<file path="config.mk">
export PLATFORM = sky130hd
export DESIGN_NAME = lsu_bus_ctrl
export DESIGN_NICKNAME = d
export VERILOG_FILES = /design/src/rtl/lsu_bus_ctrl.sv
export SDC_FILE = /design/constraint.sdc
export NUM_CORES = 1
export LEC_CHECK = 0
export ABC_CLOCK_PERIOD_IN_PS = 1550
export BUFFER_PORTS_ARGS = -buffer_cell sky130_fd_sc_hd__buf_4
export CORE_ASPECT_RATIO = 0.5
export CORE_MARGIN = 2
export CORE_UTILIZATION = 41
export DETAILED_ROUTE_END_ITERATION = 12
export PLACE_DENSITY = 0.74
export SYNTH_ARGS = -nofsm -noshare
export SYNTH_HDL_FRONTEND = slang
export SYNTH_SLANG_ARGS = --single-unit
</file>
<file path="constraint.sdc">
create_clock -name clk -period 1.55 [get_ports clk]
set_input_delay 0.155 -clock clk [delete_from_list [all_inputs] [get_ports clk]]
set_output_delay 0.155 -clock clk [all_outputs]
set_load 0.01 [all_outputs]
</file>
<file path="src/rtl/lsu_bus_ctrl.sv">
// Load/store bus controller: captures one word access, runs req/gnt + rvalid, returns data/ack.
// Optional bus watchdog enabled by defining LSU_TIMEOUT_EN (counter width TIMEOUT_W).
module lsu_bus_ctrl #(
    parameter int unsigned TIMEOUT_W = 8
) (
    input  logic        clk,
    input  logic        rst_n,
    input  logic        ex_req_i,
    input  logic        ex_we_i,
    input  logic [31:0] ex_addr_i,
    input  logic [31:0] ex_wdata_i,
    input  logic [3:0]  ex_wmask_i,
    output logic [31:0] ex_rdata_o,
    output logic        ex_ack_o,
    output logic        ex_err_o,
    output logic        hold_o,
    output logic        bus_req_o,
    output logic        bus_we_o,
    output logic [31:0] bus_addr_o,
    output logic [31:0] bus_wdata_o,
    output logic [3:0]  bus_be_o,
    input  logic        bus_gnt_i,
    input  logic        bus_rvalid_i,
    input  logic [31:0] bus_rdata_i,
    input  logic        bus_err_i
);
    typedef enum logic [1:0] {
        ST_IDLE = 2'd0,
        ST_REQ  = 2'd1,
        ST_WAIT = 2'd2,
        ST_DONE = 2'd3
    } state_e;

    state_e      state_q, state_d;
    logic        bus_req_q, bus_req_d;
    logic        bus_we_q, bus_we_d;
    logic [31:0] bus_addr_q, bus_addr_d;
    logic [31:0] bus_wdata_q, bus_wdata_d;
    logic [3:0]  bus_be_q, bus_be_d;
    logic        ex_ack_q, ex_ack_d;
    logic        ex_err_q, ex_err_d;
    logic [31:0] ex_rdata_q, ex_rdata_d;
    logic        timeout_c;
    logic        unused_addr_lsb;

    assign unused_addr_lsb = ^ex_addr_i[1:0];

`ifdef LSU_TIMEOUT_EN
    logic [TIMEOUT_W-1:0] cnt_q, cnt_d;

    // Watchdog: zeroed while idle so it starts at 0 on REQ entry, counts through REQ/WAIT.
    always_comb begin
        cnt_d = cnt_q;
        if (state_q == ST_IDLE) begin
            cnt_d = '0;
        end else if ((state_q == ST_REQ) || (state_q == ST_WAIT)) begin
            cnt_d = cnt_q + TIMEOUT_W'(1);
        end
    end

    assign timeout_c = ((state_q == ST_REQ) || (state_q == ST_WAIT)) && (cnt_q == '1);

    always_ff @(posedge clk or negedge rst_n) begin
        if (!rst_n) begin
            cnt_q <= '0;
        end else begin
            cnt_q <= cnt_d;
        end
    end
`else
    logic unused_timeout_w;

    assign unused_timeout_w = ^32'(TIMEOUT_W);
    assign timeout_c        = 1'b0;
`endif

    // Next-state and registered-output logic.
    always_comb begin
        state_d     = state_q;
        bus_req_d   = bus_req_q;
        bus_we_d    = bus_we_q;
        bus_addr_d  = bus_addr_q;
        bus_wdata_d = bus_wdata_q;
        bus_be_d    = bus_be_q;
        ex_ack_d    = 1'b0;
        ex_err_d    = 1'b0;
        ex_rdata_d  = ex_rdata_q;

        case (state_q)
            ST_IDLE: begin
                if (ex_req_i) begin
                    state_d     = ST_REQ;
                    bus_req_d   = 1'b1;
                    bus_we_d    = ex_we_i;
                    bus_addr_d  = {ex_addr_i[31:2], 2'b00};
                    bus_wdata_d = ex_we_i ? ex_wdata_i : 32'h0;
                    bus_be_d    = ex_we_i ? ex_wmask_i : 4'b1111;
                end
            end
            ST_REQ: begin
                if (timeout_c) begin
                    state_d    = ST_DONE;
                    bus_req_d  = 1'b0;
                    ex_ack_d   = 1'b1;
                    ex_err_d   = 1'b1;
                    ex_rdata_d = 32'h0;
                end else if (bus_gnt_i) begin
                    state_d   = ST_WAIT;
                    bus_req_d = 1'b0;
                end
            end
            ST_WAIT: begin
                if (timeout_c) begin
                    state_d    = ST_DONE;
                    ex_ack_d   = 1'b1;
                    ex_err_d   = 1'b1;
                    ex_rdata_d = 32'h0;
                end else if (bus_rvalid_i) begin
                    state_d    = ST_DONE;
                    ex_ack_d   = 1'b1;
                    ex_err_d   = bus_err_i;
                    ex_rdata_d = (bus_we_q || bus_err_i) ? 32'h0 : bus_rdata_i;
                end
            end
            ST_DONE: begin
                state_d = ST_IDLE;
            end
            default: begin
                state_d = ST_IDLE;
            end
        endcase
    end

    always_ff @(posedge clk or negedge rst_n) begin
        if (!rst_n) begin
            state_q     <= ST_IDLE;
            bus_req_q   <= 1'b0;
            bus_we_q    <= 1'b0;
            bus_addr_q  <= 32'h0;
            bus_wdata_q <= 32'h0;
            bus_be_q    <= 4'b0000;
            ex_ack_q    <= 1'b0;
            ex_err_q    <= 1'b0;
            ex_rdata_q  <= 32'h0;
        end else begin
            state_q     <= state_d;
            bus_req_q   <= bus_req_d;
            bus_we_q    <= bus_we_d;
            bus_addr_q  <= bus_addr_d;
            bus_wdata_q <= bus_wdata_d;
            bus_be_q    <= bus_be_d;
            ex_ack_q    <= ex_ack_d;
            ex_err_q    <= ex_err_d;
            ex_rdata_q  <= ex_rdata_d;
        end
    end

    // Stall is combinational so the pipeline freezes in the same cycle the request appears.
    assign hold_o = ((state_q == ST_IDLE) && ex_req_i) || (state_q == ST_REQ) || (state_q == ST_WAIT);

    assign bus_req_o   = bus_req_q;
    assign bus_we_o    = bus_we_q;
    assign bus_addr_o  = bus_addr_q;
    assign bus_wdata_o = bus_wdata_q;
    assign bus_be_o    = bus_be_q;
    assign ex_ack_o    = ex_ack_q;
    assign ex_err_o    = ex_err_q;
    assign ex_rdata_o  = ex_rdata_q;

endmodule

</file>
==> flow_metrics.tcl <==
set metrics [dict create \
    dr.pass1.iters 4 \
    drv_cap 0 \
    wl_per_cell_um 15.9 \
    cts_made_buffers 9 \
    hold_ws_ns 0.0317 \
    grt_pass1_wl_um 16400 \
    synthAdderAreaFrac_pct 1.23 \
    fin_crit_ns 1.54 \
    netlist_instances 325 \
    diodes 0 \
    worstPathArrival_ns 1.77 \
    hold_viol 0 \
    avgSynthCellArea_um2 12.6 \
    area_delta_synth_final_pct 55.6 \
    dpl.hpwl_um 7380 \
    crit_path_end_kind "register" \
    timing.setup.tns_ns 0 \
    synth_edf_count 0 \
    first_iter_violations 152 \
    antenna_found_initial 0 \
    synthTopCellsByCount "dfrtp_1, nand2_1, o21ai_0" \
    synth_compound_area_share_pct 12.1 \
    synth_warnings 0 \
    clk_path_buf_depth 2 \
    synth_area_leaders "dfrtp_1, a22o_1, nand2_1" \
    cts_sinks 104 \
    synth-simple-area-share_pct 8.56 \
    p_per_area_nw_per_um2 1970 \
    clkLatencyLatePin_ns 0.34 \
    worst-setup-path-type "reg -> reg" \
    start_kind "register" \
    rsz0062_at_grt "yes" \
    cp_data_required_time_ns 1.78 \
    synth.area.mux_share_pct 10.6 \
    first_global_vias 3210 \
    finalMaxSlewViolations 0 \
    crit_fanout 3 \
    viasPerCell 4.71 \
    synth_largest_area_cell "dfrtp_1" \
    dp_cells 656 \
    die-area_um2 10800 \
    grt_max_degree 46 \
    port_buffers 207 \
    dr_total_vias 3208 \
    grt-ovfl-total 0 \
    initial_utilization_pct 42.8 \
    drcViolationCount 0 \
    grt_usage_pct 19.2 \
    wl_um 10800 \
    gp_congestion 0.757 \
    dp_slack_ns 0.0399 \
    synth_seq_cells 104 \
    postRouteAntennaNets 0 \
    ir_worst_vdd_uv 907 \
    status "finished clean" \
    cts-root-buf "clkbuf_16" \
    hp-class "in -> reg" \
    cts_tree "yes" \
    htreeDepth 3 \
    synthesis.area_um2 4080 \
    synth_top_area_share_pct 63.8 \
    finalCritPeriodShare_pct 99.5 \
    setup_viol 0 \
    synth.distinct_cells 25 \
    io_pins 212 \
    instances_no_fill 681 \
    synth_top_family_by_area "compound AO/OA/AOI/OAI gates" \
    clock_skew_ns 0.00724 \
    core_um2 9540 \
    power_leakage_nw 3.34 \
    synth_xor_area_share_pct 0 \
    synth_flop_cell "dfrtp_1" \
    nNetsFinal 652 \
    async_flop_share_pct 100 \
    fp.dieW_um 145 \
    rows 25 \
    synth_most_common_cell "dfrtp_1" \
    max_freq_mhz 649 \
    die_height_um 74.5 \
    clk_pin_slew_worst_paths_ns 0.07 \
    fin_ws_ns 0.00841 \
    yosysSeqAreaShare_pct 63.8 \
    drive_gt1_share_pct 51.8 \
]
-- worst max-delay path: stages (launching register included) --
cell and delay, ns:
dfrtp_1 0.40, inv_2 0.08, ha_4 0.18, buf_4 0.13, nand2b_1 0.11, o221a_4 0.20
mux2_2 0.32
-- sequential cells by signal (all words and copies together) (netlist names) --
signal and count:
ex_err_o 1, ex_rdata_o 32, bus_addr_o 30, bus_wdata_o 32, bus_we_o 1, bus_req_o 1, bus_be_o 4, ex_ack_o 1
state_q 2
-- layer usage --
metal | global-route usage, % | routed length [um]
met5 | 0 | 0
met4 | 6.97 | 191
met3 | 4.54 | 435
met2 | 35.8 | 5880
met1 | 22.6 | 4290
-- cells by family after synthesis --
kind of cell / after synthesis
flip-flops: 104
AND/OR/NAND/NOR: 83
AO/OA/AOI/OAI: 72
multiplexers: 33
buffers and inverters: 28
adder cells (fa/ha/maj): 4
other: 1
-- worst paths after layout --
check,slack [ns],start,cells after the start,endpoint
hold / removal,0.03,bus_rdata_i[6],2,ex_rdata_o[6]$_DFFE_PN0P_
max in group asynchronous,0.72,rst_n,3,bus_req_o$_DFFE_PN0P_
setup / recovery,0.008,state_q[0]$_DFFE_PN0P_,6,state_q[1]$_DFFE_PN0P_
setup reg to reg,0.008,state_q[0]$_DFFE_PN0P_,6,state_q[1]$_DFFE_PN0P_
min in group asynchronous,0.27,rst_n,2,bus_wdata_o[20]$_DFFE_PN0P_
hold reg to reg,0.48,bus_wdata_o[8]$_DFFE_PN0P_,2,bus_wdata_o[8]$_DFFE_PN0P_
-- cells in the final DEF, fill, tap and decap left out, types with 2 or more instances in the layout --
cell type / netlist / layout
buf_12: 0 / 6
inv_2: 0 / 2
conb_1: 1 / 2
buf_6: 3 / 2
mux2_2: 15 / 7
ha_1: 4 / 2
buf_4: 2 / 215
nand2_1: 69 / 68
nor2_1: 3 / 2
nor2b_1: 4 / 4
mux2_4: 17 / 25
nand2b_1: 2 / 2
nand2_2: 2 / 2
clkbuf_16: 0 / 9
dfrtp_1: 104 / 104
bufbuf_16: 0 / 2
clkinv_2: 0 / 2
a22o_1: 32 / 32
o21ai_0: 36 / 34
o21ai_1: 0 / 2
inv_1: 5 / 3
-- per-stage QoR --
| stage | power (mW) | util, % | instance area [um^2] |
|---|---|---|---|
| after CTS | 12.4 | 65.8 | 6280 |
| after floorplan | 7.08 | - | 4080 |
| after global routing | 13.2 | 66.5 | 6340 |
| after detailed placement | 9.84 | 61.2 | 5840 |
| final | 12.5 | 66.5 | 6340 |
| after global placement | 9.70 | 61.2 | 5840 |
-- final cells by class --
class | instances | area (um^2)
clock buffers | 11 | 243
flip-flops and latches | 104 | 2600
repair buffers | 227 | 1850
well taps | 135 | 169
clock inverters | 5 | 56.3
multi-input cells | 194 | 1410
inverters | 5 | 18.8
fillers | 732 | 3200
-- power breakdown --
group	leakage, nW	internal (mW)	switching, mW
clock	0.145	1.29	0.971
sequential	1.33	3.95	0.686
combinational	1.87	3.27	2.33
total	3.34	8.51	3.99
-- timing repair --
action	4_1_cts	5_1_grt
setup endpoints to repair	1	51
hold buffers	1	0
endpoints found under the hold margin	23	0
gates resized for setup	5	18
gates cloned	2	0
pin swaps	2	1
buffers inserted	5	1
Power figures use the tool's default switching activity.
